File: src/rtl/reaction_timer_pkg.sv
// Shared types, constants and helpers for the reaction-time game datapath.
// Imported by the interface, the BCD counter and the top level.
package reaction_timer_pkg;

    typedef enum logic [2:0] {
        ST_IDLE,
        ST_WAIT,
        ST_RUN,
        ST_DONE,
        ST_FOUL
    } state_t;

    typedef logic [3:0] bcd_t;

    localparam int          DELAY_W    = 16;
    localparam logic [15:0] LFSR_SEED  = 16'hACE1;
    localparam bcd_t        FOUL_DIGIT = 4'hF;
    localparam logic [15:0] BCD_MAX    = 16'h9999;

    // Fibonacci LFSR, polynomial x^16+x^14+x^13+x^11+1 in right-shift form.
    function automatic logic [15:0] lfsr_next(input logic [15:0] s);
        return {s[0] ^ s[2] ^ s[3] ^ s[5], s[15:1]};
    endfunction

    // States in which a start press begins a new round.
    function automatic logic is_armable(input state_t s);
        return (s == ST_IDLE) || (s == ST_DONE) || (s == ST_FOUL);
    endfunction

endpackage

File: src/rtl/reaction_timer_if.sv
// Button inputs and display/status outputs of the reaction timer.
// The game logic uses the slave side; the board wrapper or bench uses master.
interface reaction_timer_if;
    import reaction_timer_pkg::*;

    logic start;
    logic stop;
    logic led;
    bcd_t digit3;
    bcd_t digit2;
    bcd_t digit1;
    bcd_t digit0;
    logic foul;
    logic overflow;
    logic busy;

    modport master (
        output start, stop,
        input  led, digit3, digit2, digit1, digit0, foul, overflow, busy
    );

    modport slave (
        input  start, stop,
        output led, digit3, digit2, digit1, digit0, foul, overflow, busy
    );

endinterface

File: src/rtl/reaction_timer_bcd_counter4.sv
// Four-digit BCD up-counter with synchronous clear, ripple carry and
// saturation at 9999; reusable by later score stages.
module bcd_counter4
    import reaction_timer_pkg::*;
(
    input  logic        clk,
    input  logic        rst_n,
    input  logic        clr,
    input  logic        inc,
    output logic [15:0] digits,
    output logic        sat
);

    logic [15:0] digits_q;
    logic [15:0] digits_d;
    logic        carry;

    assign sat    = (digits_q == BCD_MAX);
    assign digits = digits_q;

    always_comb begin
        digits_d = digits_q;
        carry    = 1'b0;
        if (clr) begin
            digits_d = '0;
        end else if (inc && !sat) begin
            carry = 1'b1;
            for (int i = 0; i < 4; i++) begin
                if (carry) begin
                    if (digits_q[i*4 +: 4] == 4'd9) begin
                        digits_d[i*4 +: 4] = 4'd0;
                    end else begin
                        digits_d[i*4 +: 4] = digits_q[i*4 +: 4] + 4'd1;
                        carry              = 1'b0;
                    end
                end
            end
        end
    end

    always_ff @(posedge clk or negedge rst_n) begin
        if (!rst_n) begin
            digits_q <= '0;
        end else begin
            digits_q <= digits_d;
        end
    end

endmodule

File: src/rtl/reaction_timer.sv
// Reaction-time game controller: random pre-stimulus delay, LED stimulus,
// millisecond BCD measurement until the stop press, foul and overflow flags.
module reaction_timer
    import reaction_timer_pkg::*;
#(
    parameter int TICK_DIV     = 50000,
    parameter int MIN_DELAY_MS = 1000,
    parameter int RAND_EN      = 1
) (
    input  logic             CLOCK_50,
    input  logic             RST_N,
    reaction_timer_if.slave  io
);

    localparam int              PW        = (TICK_DIV > 1) ? $clog2(TICK_DIV) : 1;
    localparam logic [PW-1:0]   TICK_LAST = PW'(TICK_DIV - 1);

    logic [2:0]         start_sync_q, start_sync_d;
    logic [2:0]         stop_sync_q, stop_sync_d;
    logic [15:0]        lfsr_q, lfsr_d;
    logic [PW-1:0]      presc_q, presc_d;

    logic               start_ev;
    logic               stop_ev;
    logic               tick;
    logic               arm;
    logic [DELAY_W-1:0] delay_load;

    state_t             state_q;
    logic               led_q;
    logic               foul_q;
    logic               ovf_q;
    logic               busy_q;
    logic [DELAY_W-1:0] delay_q;

    logic               cnt_clr;
    logic               cnt_inc;
    logic               cnt_sat;
    logic [15:0]        cnt_digits;

    // Bit 0/1 are the synchronizer, bit 2 remembers the previous level.
    assign start_ev = start_sync_q[1] & ~start_sync_q[2];
    assign stop_ev  = stop_sync_q[1] & ~stop_sync_q[2];
    assign tick     = (presc_q == TICK_LAST);
    assign arm      = start_ev && is_armable(state_q);

    assign delay_load = DELAY_W'(MIN_DELAY_MS)
                      + ((RAND_EN != 0) ? DELAY_W'(lfsr_q[10:0]) : '0);

    always_comb begin
        start_sync_d = {start_sync_q[1:0], io.start};
        stop_sync_d  = {stop_sync_q[1:0], io.stop};
        lfsr_d       = lfsr_next(lfsr_q);
        // RUN is only ever entered on a tick, so the wrap already restarts it.
        presc_d      = (tick || arm) ? '0 : presc_q + 1'b1;
    end

    always_ff @(posedge CLOCK_50 or negedge RST_N) begin
        if (!RST_N) begin
            start_sync_q <= '0;
            stop_sync_q  <= '0;
            lfsr_q       <= LFSR_SEED;
            presc_q      <= '0;
        end else begin
            start_sync_q <= start_sync_d;
            stop_sync_q  <= stop_sync_d;
            lfsr_q       <= lfsr_d;
            presc_q      <= presc_d;
        end
    end

    assign cnt_clr = arm;
    assign cnt_inc = (state_q == ST_RUN) && tick;

    bcd_counter4 u_count (
        .clk    (CLOCK_50),
        .rst_n  (RST_N),
        .clr    (cnt_clr),
        .inc    (cnt_inc),
        .digits (cnt_digits),
        .sat    (cnt_sat)
    );

    always_ff @(posedge CLOCK_50 or negedge RST_N) begin
        if (!RST_N) begin
            state_q <= ST_IDLE;
            led_q   <= 1'b0;
            foul_q  <= 1'b0;
            ovf_q   <= 1'b0;
            busy_q  <= 1'b0;
            delay_q <= '0;
        end else begin
            case (state_q)
                ST_IDLE, ST_DONE, ST_FOUL: begin
                    if (start_ev) begin
                        state_q <= ST_WAIT;
                        delay_q <= delay_load;
                        led_q   <= 1'b0;
                        foul_q  <= 1'b0;
                        ovf_q   <= 1'b0;
                        busy_q  <= 1'b1;
                    end
                end
                ST_WAIT: begin
                    // A stop on the expiry tick is still a foul.
                    if (stop_ev) begin
                        state_q <= ST_FOUL;
                        foul_q  <= 1'b1;
                        led_q   <= 1'b0;
                        busy_q  <= 1'b0;
                    end else if (tick) begin
                        delay_q <= delay_q - 1'b1;
                        if (delay_q <= DELAY_W'(1)) begin
                            state_q <= ST_RUN;
                            led_q   <= 1'b1;
                        end
                    end
                end
                ST_RUN: begin
                    if ((tick && cnt_sat) || stop_ev) begin
                        state_q <= ST_DONE;
                        led_q   <= 1'b0;
                        busy_q  <= 1'b0;
                    end
                    if (tick && cnt_sat) begin
                        ovf_q <= 1'b1;
                    end
                end
                default: begin
                    state_q <= ST_IDLE;
                    led_q   <= 1'b0;
                    busy_q  <= 1'b0;
                end
            endcase
        end
    end

    assign io.led      = led_q;
    assign io.foul     = foul_q;
    assign io.overflow = ovf_q;
    assign io.busy     = busy_q;
    assign io.digit3   = foul_q ? FOUL_DIGIT : cnt_digits[15:12];
    assign io.digit2   = foul_q ? FOUL_DIGIT : cnt_digits[11:8];
    assign io.digit1   = foul_q ? FOUL_DIGIT : cnt_digits[7:4];
    assign io.digit0   = foul_q ? FOUL_DIGIT : cnt_digits[3:0];

endmodule

File: src/flat_wrapper.sv
// flat-port wrapper written by rule: the top's interface ports become plain ports
module reaction_timer_flat import reaction_timer_pkg::*;
#(
    parameter int TICK_DIV     = 50000,
    parameter int MIN_DELAY_MS = 1000,
    parameter int RAND_EN      = 1
)
  (CLOCK_50, RST_N, io_start, io_stop, io_led, io_digit3, io_digit2, io_digit1, io_digit0, io_foul, io_overflow, io_busy);
  reaction_timer_if io_i ();
  input  logic CLOCK_50;
  input  logic RST_N;
  input wire logic [$bits(io_i.start)-1:0] io_start;
  input wire logic [$bits(io_i.stop)-1:0] io_stop;
  output wire logic [$bits(io_i.led)-1:0] io_led;
  output wire logic [$bits(io_i.digit3)-1:0] io_digit3;
  output wire logic [$bits(io_i.digit2)-1:0] io_digit2;
  output wire logic [$bits(io_i.digit1)-1:0] io_digit1;
  output wire logic [$bits(io_i.digit0)-1:0] io_digit0;
  output wire logic [$bits(io_i.foul)-1:0] io_foul;
  output wire logic [$bits(io_i.overflow)-1:0] io_overflow;
  output wire logic [$bits(io_i.busy)-1:0] io_busy;
  assign io_i.start = io_start;
  assign io_i.stop = io_stop;
  assign io_led = io_i.led;
  assign io_digit3 = io_i.digit3;
  assign io_digit2 = io_i.digit2;
  assign io_digit1 = io_i.digit1;
  assign io_digit0 = io_i.digit0;
  assign io_foul = io_i.foul;
  assign io_overflow = io_i.overflow;
  assign io_busy = io_i.busy;
  reaction_timer #(.TICK_DIV(TICK_DIV), .MIN_DELAY_MS(MIN_DELAY_MS), .RAND_EN(RAND_EN)) u_core (.CLOCK_50(CLOCK_50), .RST_N(RST_N), .io(io_i));
endmodule
File: config.mk
export PLATFORM = sky130hd
export DESIGN_NAME = reaction_timer_flat
export DESIGN_NICKNAME = d
export VERILOG_FILES = /design/src/rtl/reaction_timer_pkg.sv /design/src/rtl/reaction_timer_if.sv /design/src/rtl/reaction_timer_bcd_counter4.sv /design/src/rtl/reaction_timer.sv /design/src/flat_wrapper.sv
export SDC_FILE = /design/constraint.sdc
export NUM_CORES = 1
export LEC_CHECK = 0
export BUFFER_PORTS_ARGS = -buffer_cell sky130_fd_sc_hd__buf_4
export CAP_MARGIN = 30
export CORE_UTILIZATION = 35
export CTS_CLUSTER_SIZE = 12
export DETAILED_ROUTE_END_ITERATION = 8
export MAX_ROUTING_LAYER = met4
export SLEW_MARGIN = 40
export SYNTH_ARGS = -nofsm -noshare
export SYNTH_HDL_FRONTEND = slang
export SYNTH_SLANG_ARGS = --single-unit
File: constraint.sdc
create_clock -name CLOCK_50 -period 2.8 [get_ports CLOCK_50]
set_input_delay 0.14 -clock CLOCK_50 [delete_from_list [all_inputs] [get_ports CLOCK_50]]
set_output_delay 0.14 -clock CLOCK_50 [all_outputs]
set_load 0.01 [all_outputs]
# == Yosys cells after proc, flatten, opt, wreduce, memory -nomap -nowiden ==
# Index checks and enable logic that the tools add are counted.
# totals
regBits,77
latch_bits,0
mem_bits_rw,0
mem_bits_ro,0
inputBits,4
word_cells,120
n_memories,0
# classes
add_sub_neg,7
n_mul,0
div_mod_pow,0
n_lt_le_gt_ge,1
eq_ne,18
shifts,0
mux,48
bitwise,7
n_reduce_logical,25
# ops
op,n
$mux 16,6
$mux 4,11
$eq 16x16->1 const B,2
$pmux 16 s2,1
$mux 1,20
$add 16x1->16 const B,1
$add 4x1->4 const B,4
$eq 4x4->1 const B,4
$le 16x1->1 const B,1
$sub 16x1->16 const B,1
$mux 3,5
$add 10x11->12 const A,1
$reduce_bool 2->1,6
$pmux 3 s3,1
$reduce_and 3->1,3
$reduce_and 4->1,2
$eq 3x2->1 const B,2
$ne 2x1->1 const B,3
$ne 2x2->1 const B,3
$ne 3x1->1 const B,2
$pmux 1 s3,2
$reduce_and 2->1,3
$logic_and 1x1->1,4
$logic_or 1x1->1,4
9 further kinds,14

# == Longest topological paths before layout ==
# Gate-level depths: netlist of run 1.
# logic_depth
word_depth,14
mapped_depth,9
ltp_nobuf,7

# == Modules after synthesis ==
# Synthesis of run 1 repeated with hierarchy kept, for this count alone.
# unflattened
cells_unflattened,394
area_unflattened_um2,4036.4
# by_module_without_submodules
mod,instances,cells_per_inst,area_per_inst_um2,seq_area_each_um2
reaction_timer,1,290,2999.1,1536.5
bcd_counter4,1,104,1037.2,400.4

# == Worst setup path after synthesis of run 1 ==
# No wires, ideal clock.
# synth_timing
path_type,reg2reg
from,register u_core.state_q[1]
to,register u_core.delay_q[15]
arrival_ps,1891
setup_slack_ps,831
path_stages_with_launch,9
path_buffers,3
synth_period_minus_slack_ps,1969
path_cell_list,dfrtp_1 -> buf_6 -> or3b_1 -> buf_6 -> nor2_8 -> a21oi_2 -> buf_6 -> or4_1 -> a21oi_1
# synth_via
elab_chain_len,4
word_cells_on_any_way,11
classes_between,6 x eq/ne; 1 x mux; 4 x reduce/logical
# synth_lines
item,line,text
start: declaration,reaction_timer.sv:29,state_t state_q;
start signal: assignment,reaction_timer.sv:86,state_q <= ST_IDLE;
start signal: assignment,reaction_timer.sv:96,state_q <= ST_WAIT;
start signal: assignment,reaction_timer.sv:107,state_q <= ST_FOUL;
"$eq 3x3->1, or another cell as far along",reaction_timer.sv:93,case (state_q)
$reduce_or 3->1,reaction_timer.sv:93,
$ne 2x1->1 (no line) / $reduce_bool 2->1 (equally long branches),--,
$reduce_and 4->1 (no line),--,
end signal: assignment,reaction_timer.sv:97,delay_q <= delay_load;
end signal: assignment,reaction_timer.sv:112,delay_q <= delay_q - 1'b1;
end: declaration,reaction_timer.sv:34,logic [DELAY_W-1:0] delay_q;
# Parallel ways exist; a longest one is shown, timed or not.
# A chain may end at the register's enable or synchronous reset.

# == Worst setup path in the final report of run 1 ==
# layout_timing
from,"register u_core.u_count.digits_q[1], in the netlist u_core.u_count.digits[1]"
to,"register u_core.u_count.digits_q[15], in the netlist u_core.u_count.digits[15]"
# layout_via
elab_chain_len,12
word_cells_on_any_way,16
classes_between,2 x eq/ne; 9 x mux; 5 x reduce/logical
# layout_lines
item,line,text
start: declaration,reaction_timer_bcd_counter4.sv:14,logic [15:0] digits_q;
start signal: assignment,reaction_timer_bcd_counter4.sv:45,digits_q <= digits_d;
$eq 4x4->1,reaction_timer_bcd_counter4.sv:30,if (digits_q[i*4 +: 4] == 4'd9) begin
$mux 1,reaction_timer_bcd_counter4.sv:30,
$mux 1,reaction_timer_bcd_counter4.sv:26,end else if (inc && !sat) begin
$mux 1,reaction_timer_bcd_counter4.sv:24,if (clr) begin
$mux 1,reaction_timer_bcd_counter4.sv:29,if (carry) begin
$mux 1,reaction_timer_bcd_counter4.sv:26,
$mux 1,reaction_timer_bcd_counter4.sv:24,
$mux 1,reaction_timer_bcd_counter4.sv:29,
$mux 1,reaction_timer_bcd_counter4.sv:26,
$mux 1,reaction_timer_bcd_counter4.sv:24,
$reduce_bool 2->1 (no line),--,
$reduce_and 2->1 (no line) *,--,
# Every way passes the cells marked *; elsewhere a longest branch is shown, timed or not. The select of a mux whose other input is x is not followed.

==> results of run 1 <==
==> cell usage in the layout, fill, tap and decap left out, types with 4 or more instances in the layout <==
cell type,instances
nor2_1,41
inv_1,13
dfstp_2,8
nor3_1,11
nor2b_1,4
o31ai_1,4
buf_4,31
or4_1,5
or3_1,4
ha_1,12
nand2b_1,5
and3b_1,4
xor2_1,13
a21oi_1,20
o21ai_0,18
o211ai_1,6
nand4_1,6
or2_2,23
nor4_1,8
clkbuf_16,9
xnor2_1,12
nand2_1,27
dfrtp_1,69
a31oi_1,4
nand3_1,17
and3_1,6
==> per-layer routing <==
| metal | GRT usage, % | up-vias | share of wire (%) |
|---|---|---|---|
| li1 | - | 1489 | - |
| met1 | 19.2 | 1470 | 49 |
| met2 | 24.1 | 45 | 47 |
| met3 | 3.98 | 4 | 3.1 |
| met4 | 3.57 | 0 | 0.53 |
| met5 | - | - | 0 |
==> power by group through the flow <==
stage	clock network [mW]	registers, mW	logic (mW)
final	1.22	1.47	1.11
after global routing	1.31	1.50	1.26
after CTS	1.26	1.47	1.12
after detailed placement	0	1.48	1.11
after global placement	0	1.48	1.10
after floorplan	0	1.41	0.780
==> worst max-delay path: stages (launching register included) <==
cell,delay [ns]
dfrtp_1,0.43
inv_1,0.08
ha_1,0.17
and3b_1,0.29
and2_1,0.24
nand4_1,0.27
or4_1,0.54
nand2_1,0.08
==> sequential cells by signal, indices dropped and copies added (netlist names), 3 cells and up <==
| name | cells |
|---|---|
| u_core.stop_sync_q | 3 |
| u_core.lfsr_q | 16 |
| u_core.state_q | 3 |
| u_core.start_sync_q | 3 |
| u_core.u_count.digits | 16 |
| u_core.presc_q | 16 |
| u_core.delay_q | 16 |
==> cells in the mapped netlist (all sizes together), types with 6 or more instances <==
master / number / share of area, %
dfrtp: 69 / 44
nor2: 42 / 4.4
nand2: 27 / 2.6
or2: 23 / 3.6
a21oi: 22 / 3.0
o21ai: 18 / 2.3
nand3: 17 / 2.1
inv: 13 / 1.2
xor2: 13 / 2.9
ha: 12 / 3.8
xnor2: 12 / 2.7
clkbuf: 11 / 1.0
nor3: 11 / 1.4
dfstp: 8 / 5.3
nor4: 8 / 1.3
buf: 7 / 1.4
and3: 6 / 0.95
nand4: 6 / 0.95
o211ai: 6 / 1.1
==> logic make-up after synthesis <==
family	Yosys count
simple gates	176
compound gates	79
flops	77
buf+inv	31
xor+xnor	25
fa+ha+maj	12
mux	4
==> area by class of cell <==
type / count / area (µm²) / share of cell area (%)
Sequential cell: 77 / 1940 / 41.9
Multi-Input combinational cell: 296 / 1870 / 40.5
Timing Repair Buffer: 35 / 274 / 5.92
Clock buffer: 11 / 253 / 5.46
Tap cell: 140 / 175 / 3.79
Clock inverter: 5 / 65.1 / 1.41
Inverter: 13 / 48.8 / 1.05
==> worst paths after layout <==
check	slack (ns)	end	cells past startpoint
worst max register to register	0.65	u_core.u_count.digits[15]	7
worst min-delay path	0.35	u_core.start_sync_q[1]	0
max in group asynchronous	1.92	u_core.delay_q[2]	2
worst min register to register	0.35	u_core.start_sync_q[1]	0
min in group asynchronous	0.38	u_core.u_count.digits[7]	2
worst max-delay path	0.65	u_core.u_count.digits[15]	7
==> through the flow <==
step | hold WS [ns] | setup WS, ns | cell area (µm²) | power (mW)
finish | 0.346 | 0.646 | 4630 | 3.80
global route | 0.356 | 0.468 | 4630 | 4.07
CTS | 0.350 | 0.647 | 4630 | 3.84
detailed placement | 0.223 | 0.657 | 4280 | 2.60
global placement | 0.250 | 0.698 | 4280 | 2.58
floorplan | -0.156 | 0.831 | 3960 | 2.19
==> out/metrics.csv, run 1 <==
stage,metric,value,unit
placement,Cells after DPL,558,
setup_path,critical path arrival,2.43,ns
drt,DR vias/cell,5.21,
timing,Total Neg Setup Slack,0,ns
global_routing,initial antenna violation count,0,
placement,post-DP HPWL,5.39,mm
setup_path,CP required,3.08,ns
timing,slew margin rel.,53.6,%
timing,max-slew violation count,0,
pwr,P_leak,2.05,nW
global_routing,pin count of the biggest net entering global routing,78,
setup_path,"Max FO, Critical Path",7,
drt,per-cell routed wire length,13.6,µm
floorplan,core footprint,10900,µm²
clock_network,CTS Hold Buffers Added,3,
cells_and_area,post-route core utilization,42.3,%
pwr,Sw Share,33.0,%
yosys,Synth Area in Adders,3.79,%
floorplan,Starting Density,36.2,%
pwr,Pwr per Cell Area,821,nW/µm²
global_routing,vias in the first global route,2874,
timing,maximum operating frequency,464,MHz
drt,drt initial violations,250,
clock_network,cts bufs inserted,9,
cells_and_area,Post-Layout Cell Count,577,
global_routing,first-pass GRT wire length,13.7,mm
yosys,Unique masters post-synth,54,
pwr,P_sw,1.25,mW
floorplan,site row count,38,
yosys,async set or reset register ratio after synthesis,100,%
yosys,cells after synthesis,404,
pwr,Clk pwr share,32.2,%
clock_network,later-pin clock latency in the skew report,0.34,ns
yosys,Post-Syn Area per Cell,9.80,µm²
setup_path,CP Capture Type,flip-flop,
timing,Setup Skew,0.0116,ns
cells_and_area,layout cell share with drive strength beyond 1,19.7,%
clock_network,H-tree Lvls,3,
yosys,"Seq/Total Area, Yosys",48.9,%
timing,Hold Fails Final Rpt,0,
yosys,Synth Net Count,420,
floorplan,die footprint,11700,µm²
global_routing,grt ovf,0,
cells_and_area,ant diodes,0,
hold_path,hold_sp,u_core.start_sync_q[0],
yosys,synth warn,0,
pwr,Flop pwr share,38.6,%
yosys,post-synthesis mux area share,1.04,%
drt,routed via count,3008,
drt,TritonRoute pass-1 iters,6,
timing,RSZ-0062 raised after global routing,no,
clock_network,clock sink total,77,
yosys,main combinational cell family by area after synthesis,simple AND/OR/NAND/NOR gates,
pwr,Internal,2.55,mW
cells_and_area,# nets final,448,
job,maxcap violations,0,
timing,endpoints failing setup,0,
yosys,number of enable flip-flop cells after synthesis,0,
cells_and_area,filler instances,1037,
yosys,Compound-Gate Fraction of Synth Area,13.0,%
hold_path,min-delay worst type,reg -> reg,
yosys,Yosys reg bits,77,
pwr,Comb pwr share,29.2,%
floorplan,io pins,24,
setup_path,CP startpoint kind,flip-flop,
drt,"antenna viol nets, final",0,
placement,port bufs,23,
clock_network,maximum buffer depth of the clock tree,2,
status,run status,finished clean,
timing,Tmin final,2.15,ns
timing,Tcrit/Tclk final,76.9,%
yosys,Synth Area in XOR/XNOR,5.53,%
timing,Worst-Margin Slew,0.691,ns
setup_path,Crit Path Category,reg -> reg,
yosys,simple-gate share of the synthesized area,24.0,%
yosys,synthesized area,3960,µm²
clock_network,CTS root buf,clkbuf_16,
setup_path,FF-to-FF Start,u_core.u_count.digits[1],
setup_path,crit path from,u_core.u_count.digits[1],
floorplan,Die X,108,µm
drt,final WL,7.87,mm
clock_network,CTS tree,yes,
floorplan,Die Y,108,µm
placement,RePlAce Congestion,0.811,
drt,DRC,0,
cells_and_area,P&R area growth vs syn,16.9,%
yosys,Synth Flop Type,dfrtp_1,
clock_network,clock-pin slew on the worst setup and hold paths,0.07,ns
global_routing,Total GRT Usage,15.1,%
clock_network,Post-CTS Setup Repair Bufs,0,
clock_network,PostCTS Resize Cnt,0,
pwr,Worst VDD drop,0.000378,V
No activity file was read; power rests on OpenSTA's default activity.
==> run 2: changes to the inputs <==
- ABC_AREA: unset -> 1
- clock period: 2.8 -> 1.9 ns (I/O delays scaled with it)
==> run 2 against run 1 <==
  * Core utilization up 0.16 points
  * Non-clock buffer count is 1 higher
  * Via count grew 24%
  * Sequential share of layout area is 4.0 points lower
  * Clock skew is 0.0029 ns lower
  * Critical path depth rose by 3
==> out/metrics.csv, run 2 <==
stage,metric,value,unit,change
drt,final WL,9.25,mm,+17%
drt,per-cell routed wire length,11.8,µm,-14%
drt,"antenna viol nets, final",0,,unchanged
global_routing,Total GRT Usage,16.6,%,+1.5 points
yosys,async set or reset register ratio after synthesis,100,%,unchanged
drt,routed via count,3739,,+24%
global_routing,initial antenna violation count,0,,unchanged
timing,endpoints failing setup,0,,unchanged
pwr,Worst VDD drop,0.000632,V,+67%
cells_and_area,highest-count cells in the layout ignoring fill and taps,"nand2_1, nor2_1, dfrtp_1",,
setup_path,top cell family by delay on the critical path,simple AND/OR/NAND/NOR gates,,
yosys,Yosys reg bits,77,,unchanged
setup_path,Buf/Inv on CP,2,,+1
placement,post-DP HPWL,6.65,mm,+23%
drt,drt initial violations,226,,-9.6%
floorplan,die footprint,12900,µm²,+9.9%
yosys,synthesized area,4360,µm²,+10%
setup_path,Crit Path Category,reg -> reg,,
global_routing,vias in the first global route,3790,,+32%
timing,Total Neg Setup Slack,0,ns,unchanged
setup_path,"most used cell, CP",nand2_1,,
global_routing,first-pass GRT wire length,16.8,mm,+22%
cells_and_area,filler instances,1238,,+19%
floorplan,Starting Density,36.1,%,-0.059 points
setup_path,crit path from,u_core.u_count.digits[1],,
pwr,P_leak,2.68,nW,+31%
timing,Tmin final,1.74,ns,-0.419 ns
timing,Setup Skew,0.00868,ns,-0.00291 ns
cells_and_area,multi-input logic area,2100,µm²,+12%
yosys,number of enable flip-flop cells after synthesis,0,,unchanged
yosys,Synth Flop Type,dfrtp_1,,
global_routing,grt ovf,0,,unchanged
yosys,Synth Net Count,591,,+41%
clock_network,CTS tree,yes,,
clock_network,Post-CTS Setup Repair Bufs,0,,unchanged
setup_path,CP Capture Type,flip-flop,,
yosys,synth top area cells,"dfrtp_1, nand2_1, nand3_1",,
setup_path,CP required,2.18,ns,-0.90 ns
setup_path,Worst path slowest cell,dfrtp_1,,
cells_and_area,# nets final,629,,+40%
yosys,most frequent cells after synthesis,"nand2_1, nor2_1, dfrtp_1, inv_1, nand3_1",,
cells_and_area,post-route core utilization,42.5,%,+0.16 points
timing,Tcrit/Tclk final,91.3,%,+14 points
timing,Worst-Margin Slew,0.423,ns,-0.268 ns
setup_path,"Cell Chain, Critical Path",inv_1 > ha_1 > nand2_1 > nor2_1 > nand2_1 > nor2_1 > nand4_1 > inv_1 > nand2_1 > nand2_1,,
setup_path,CP startpoint kind,flip-flop,,
cells_and_area,layout cell share with drive strength beyond 1,14.1,%,-5.6 points
timing,Hold Fails Final Rpt,0,,unchanged
placement,RePlAce Congestion,0.836,,+3.0%
cells_and_area,P&R area growth vs syn,17.5,%,
setup_path,largest stage delay on the critical path,0.41,ns,-0.13 ns
timing,slew margin rel.,71.8,%,+18 points
hold_path,min-delay worst type,in -> async,,
floorplan,io pins,24,,unchanged
cells_and_area,Seq. cell area,1940,µm²,unchanged
drt,TritonRoute pass-1 iters,4,,-2
floorplan,core footprint,12100,µm²,+10%
timing,max-slew violation count,0,,unchanged
floorplan,Die X,114,µm,+4.8%
clock_network,maximum buffer depth of the clock tree,2,,unchanged
cells_and_area,"commonest non-fill, non-tap cell in the layout",nand2_1,,
pwr,Pwr per Cell Area,1280,nW/µm²,+56%
setup_path,"Max FO, Critical Path",5,,-2
clock_network,later-pin clock latency in the skew report,0.34,ns,about the same
global_routing,pin count of the biggest net entering global routing,47,,-40%
job,maxcap violations,0,,unchanged
clock_network,clock sink total,77,,unchanged
clock_network,clock-pin slew on the worst setup and hold paths,0.06,ns,about the same
timing,maximum operating frequency,576,MHz,+24%
yosys,Synth top area share,39.6,%,-4.0 points
timing,final worst slack,0.165,ns,-0.481 ns
placement,port bufs,23,,unchanged
timing,RSZ-0062 raised after global routing,no,,
yosys,most frequent cell after synthesis,nand2_1,,
drt,DR vias/cell,4.76,,-8.8%
yosys,Unique masters post-synth,37,,-31%
status,run status,finished clean,,
clock_network,cts bufs inserted,9,,unchanged
yosys,"Seq/Total Area, Yosys",44.4,%,-4.5 points
yosys,Post-Syn Area per Cell,7.58,µm²,-23%
clock_network,CTS root buf,clkbuf_16,,
yosys,cells after synthesis,575,,+42%
clock_network,H-tree Lvls,3,,unchanged
setup_path,critical path arrival,2.01,ns,-0.42 ns
cells_and_area,ant diodes,0,,unchanged
setup_path,FF-to-FF Start,u_core.u_count.digits[1],,
floorplan,Die Y,114,µm,+4.8%
floorplan,site row count,40,,+5.3%
drt,DRC,0,,unchanged
placement,"worst slack, placed",0.156,ns,-0.501 ns
yosys,synth warn,0,,unchanged
yosys,Yosys top cell by area,dfrtp_1,,
run 2: logic make-up (layout without fill, tap and decap cells):
kind of cell	count (synthesis)	in the layout	synth area share (%)
simple gates	348	348	35.3
compound gates	45	45	5.94
flops	77	77	44.4
xor+xnor	16	16	3.22
fa+ha+maj	12	12	3.45
buf+inv	77	120	7.61
run 2: timing repair:
item                                    4_1_cts  5_1_grt
hold buffers                                  3        0
hold endpoints to repair                     26        0
endpoints found under the setup margin        0       14
gates resized for setup                       0        4
run 2: path summary, 6_finish.rpt:
check                                             to  slack, ns  cells after the start
setup / recovery           u_core.u_count.digits[13]       0.16                     10
hold / removal                     u_core.delay_q[4]       0.24                      2
setup reg to reg           u_core.u_count.digits[13]       0.16                     10
hold reg to reg                    u_core.lfsr_q[13]       0.35                      0
max in group asynchronous           u_core.lfsr_q[0]       1.04                      3
min in group CLOCK_50              u_core.lfsr_q[13]       0.35                      0
run 2: layout make-up:
| cell class | count | share of cell area (%) |
|---|---|---|
| clock buffer | 11 | 4.54 |
| inverter | 68 | 5.13 |
| sequential | 77 | 37.8 |
| tap | 168 | 4.10 |
| multi-input combinational | 421 | 41.0 |
| timing repair buffer | 36 | 5.91 |
| clock inverter | 5 | 1.51 |
run 2: stage by stage:
stage | hold slack [ns] | total power [mW] | cell area (µm²) | cells
floorplan | -0.201 | 3.99 | 4360 | 575
global route | 0.277 | 7.09 | 5120 | 786
global placement | 0.0666 | 4.73 | 4770 | 767
finish | 0.239 | 6.56 | 5120 | 786
detailed placement | 0.0674 | 4.78 | 4770 | 767
CTS | 0.246 | 6.62 | 5110 | 786
run 2: worst register-to-register path, stage by stage (launching register included):
cell and delay, ns:
dfrtp_1 0.41, inv_1 0.09, ha_1 0.17, nand2_1 0.06
nor2_1 0.13, nand2_1 0.12, nor2_1 0.20, nand4_1 0.24
inv_1 0.14, nand2_1 0.06, nand2_1 0.06
run 2: layer usage:
layer | share of wire (%) | up-vias | track usage, %
li1 | - | 1902 | -
met1 | 47 | 1754 | 19.9
met2 | 47 | 66 | 27.1
met3 | 4.1 | 17 | 4.20
met4 | 1.8 | 0 | 6.14
met5 | 0 | - | -
run 2: power by group:
part           switching, mW  internal (mW)  total [mW]
Combinational           1.57          0.986        2.55
Clock                  0.656           1.15        1.80
Sequential             0.290           1.91        2.20
==> run 3: changes to the inputs <==
- CORE_ASPECT_RATIO: unset -> 1.5
==> run 3 against run 2 <==
  * Setup slack better by 0.014 ns
  * Critical path depth unchanged
  * Maximum frequency up 0.83%
  * Cell count down 1.5%
  * Clock power down 3%
  * Highest routed layer unchanged
==> out/metrics.csv, run 3 (synthesis results as in run 2) <==
stage,metric,value,unit,change
clock_network,clock sink total,77,,unchanged
placement,Cells after DPL,755,,-1.6%
global_routing,met2 Use GR,28.5,%,+1.4 points
clock_network,CTS tree,yes,,
setup_path,reg2reg setup slack,0.18,ns,about the same
timing,RSZ-0062 raised after global routing,no,,
clock_network,clock-pin slew on the worst setup and hold paths,0.06,ns,about the same
global_routing,first-pass GRT wire length,16.4,mm,-2.0%
global_routing,vias in the first global route,3620,,-4.5%
setup_path,Crit Path Category,reg -> reg,,
timing,Total Neg Setup Slack,0,ns,unchanged
drt,final WL,9.42,mm,+1.8%
timing,slew margin rel.,67.9,%,-3.9 points
pwr,P_leak,2.69,nW,+0.21%
floorplan,Die Y,139,µm,+22%
pwr,Worst VDD drop,0.000808,V,+28%
setup_path,FF-to-FF Start,u_core.presc_q[0],,
setup_path,CP Capture Type,flip-flop,,
cells_and_area,Post-Layout Cell Count,774,,-1.5%
timing,Setup Skew,0.00731,ns,-0.00137 ns
timing,endpoints failing setup,0,,unchanged
job,maxcap violations,0,,unchanged
cells_and_area,# nets final,632,,+0.48%
clock_network,maximum buffer depth of the clock tree,2,,unchanged
cells_and_area,highest-count cells in the layout ignoring fill and taps,"nand2_1, nor2_1, dfrtp_1",,
timing,max-slew violation count,0,,unchanged
status,run status,finished clean,,
setup_path,critical path arrival,1.94,ns,-0.07 ns
setup_path,CP required,2.12,ns,-0.06 ns
floorplan,Die X,93.1,µm,-18%
drt,drt initial violations,186,,-18%
drt,DR vias/cell,4.83,,+1.6%
cells_and_area,"commonest non-fill, non-tap cell in the layout",nand2_1,,
drt,TritonRoute pass-1 iters,4,,unchanged
global_routing,grt ovf,0,,unchanged
setup_path,crit path from,u_core.presc_q[0],,
floorplan,die footprint,12900,µm²,about the same
pwr,total power,6.50,mW,-0.86%
pwr,Pwr per Cell Area,1270,nW/µm²,-0.83%
clock_network,H-tree Lvls,3,,unchanged
global_routing,pin count of the biggest net entering global routing,38,,-19%
clock_network,later-pin clock latency in the skew report,0.33,ns,about the same
clock_network,CTS root buf,clkbuf_16,,
global_routing,met1 usage,18.7,%,-1.2 points
setup_path,"Max FO, Critical Path",8,,+3
timing,maximum operating frequency,581,MHz,+0.83%
setup_path,CP startpoint kind,flip-flop,,
placement,Post-DP Area,4760,µm²,-0.18%
drt,"antenna viol nets, final",0,,unchanged
setup_path,worst reg2reg path depth,10,,unchanged
setup_path,worst setup path endpoint,u_core.u_count.digits[6],,
global_routing,GR peak layer,met2,,
cells_and_area,P&R area growth vs syn,17.5,%,about the same
floorplan,site row count,49,,+23%
hold_path,min-delay worst type,in -> async,,
timing,Worst-Margin Slew,0.482,ns,+0.0588 ns
global_routing,initial antenna violation count,0,,unchanged
timing,Tcrit/Tclk final,90.6,%,-0.75 points
placement,RePlAce Congestion,0.828,,-0.93%
floorplan,io pins,24,,unchanged
placement,post-DP HPWL,7.05,mm,+6.1%
setup_path,end of the worst register-to-register path,u_core.u_count.digits[6],,
cells_and_area,post-route cell area,5120,µm²,about the same
drt,routed via count,3741,,+0.053%
drt,per-cell routed wire length,12.2,µm,+3.4%
drt,DRC,0,,unchanged
global_routing,GR met3 Demand/Resource,2.63,%,-1.6 points
global_routing,Total GRT Usage,16.3,%,-0.38 points
floorplan,Starting Density,36.1,%,-0.049 points
timing,Hold Fails Final Rpt,0,,unchanged
timing,Tmin final,1.72,ns,-0.0143 ns
cells_and_area,layout cell share with drive strength beyond 1,15.3,%,+1.2 points
clock_network,cts bufs inserted,9,,unchanged
placement,port bufs,23,,unchanged
cells_and_area,ant diodes,0,,unchanged
floorplan,core footprint,12100,µm²,+0.13%
-- run 3: changes by cell type in the layout (fill, tap and decap cells not counted) --
| cell | previous run | this run |
|---|---|---|
| buf_4 | 31 | 35 |
| nor2_1 | 77 | 74 |
| nor2_2 | 3 | 6 |
| clkbuf_1 | 2 | 0 |
| clkinv_2 | 2 | 0 |
| clkinv_4 | 0 | 2 |
| buf_12 | 2 | 1 |
| bufinv_16 | 2 | 1 |
| clkbuf_8 | 0 | 1 |
| clkinvlp_4 | 1 | 2 |
| inv_6 | 1 | 2 |
-- run 3: repair_timing --
| item | in CTS | in global routing |
|---|---|---|
| hold buffers | 3 | 0 |
| endpoints found under the setup margin | 0 | 14 |
| resized for setup | 0 | 7 |
| buffers inserted | 0 | 0 |
| endpoints found under the hold margin | 29 | 0 |
-- run 3: area by class of cell --
cell class	count	area, µm²
clock inverters	6	71.3
well taps	153	191
fillers	1215	6960
flip-flops and latches	77	1940
inverters	68	263
clock buffers	10	239
repair buffers	39	313
multi-input cells	421	2110
-- run 3: worst min path at each step --
stage / endpoint / cells after the start / start / slack, ns
after floorplan: u_core.delay_q[0] / 0 / RST_N / -0.20
after global placement: u_core.lfsr_q[8] / 1 / RST_N / 0.1
after detailed placement: u_core.lfsr_q[12] / 1 / RST_N / 0.1
after CTS: u_core.lfsr_q[12] / 2 / RST_N / 0.27
after global routing: u_core.lfsr_q[14] / 2 / RST_N / 0.32
final: u_core.lfsr_q[12] / 2 / RST_N / 0.26
-- run 3: worst max-delay path, stage by stage (launching register included) --
cell and delay [ns]:
dfrtp_1 0.38, ha_1 0.20, nand2_1 0.08, nor2_2 0.13, nand3_1 0.11, nor2_2 0.18, nand3_1 0.16, nand2_4 0.15
nand2_2 0.09, nand2_1 0.06, nand2_1 0.05
-- run 3: where the power goes --
part           total [mW]  switching (mW)  internal [mW]
sequential           2.19           0.274           1.91
combinational        2.57            1.58          0.988
clock                1.75           0.685           1.06
total                6.50            2.54           3.96
-- run 3: per-stage QoR --
step           worst slack [ns]  util [%]  hold WS, ns
2_1_floorplan             0.365         -       -0.201
3_3_place_gp             0.0856      39.4       0.0952
3_5_place_dp             0.0561      39.4       0.0957
6_report                  0.179      42.4        0.263
4_1_cts                  0.0445      42.2        0.273
5_1_grt                  0.0142      42.4        0.322
-- run 3: per-layer routing --
metal | part of all wire (%) | wire (µm) | up-vias
met4 | 1.3 | 123 | 0
li1 | - | - | 1912
met5 | 0 | 0 | -
met1 | 43 | 4060 | 1752
met2 | 53 | 4980 | 69
met3 | 2.7 | 254 | 8
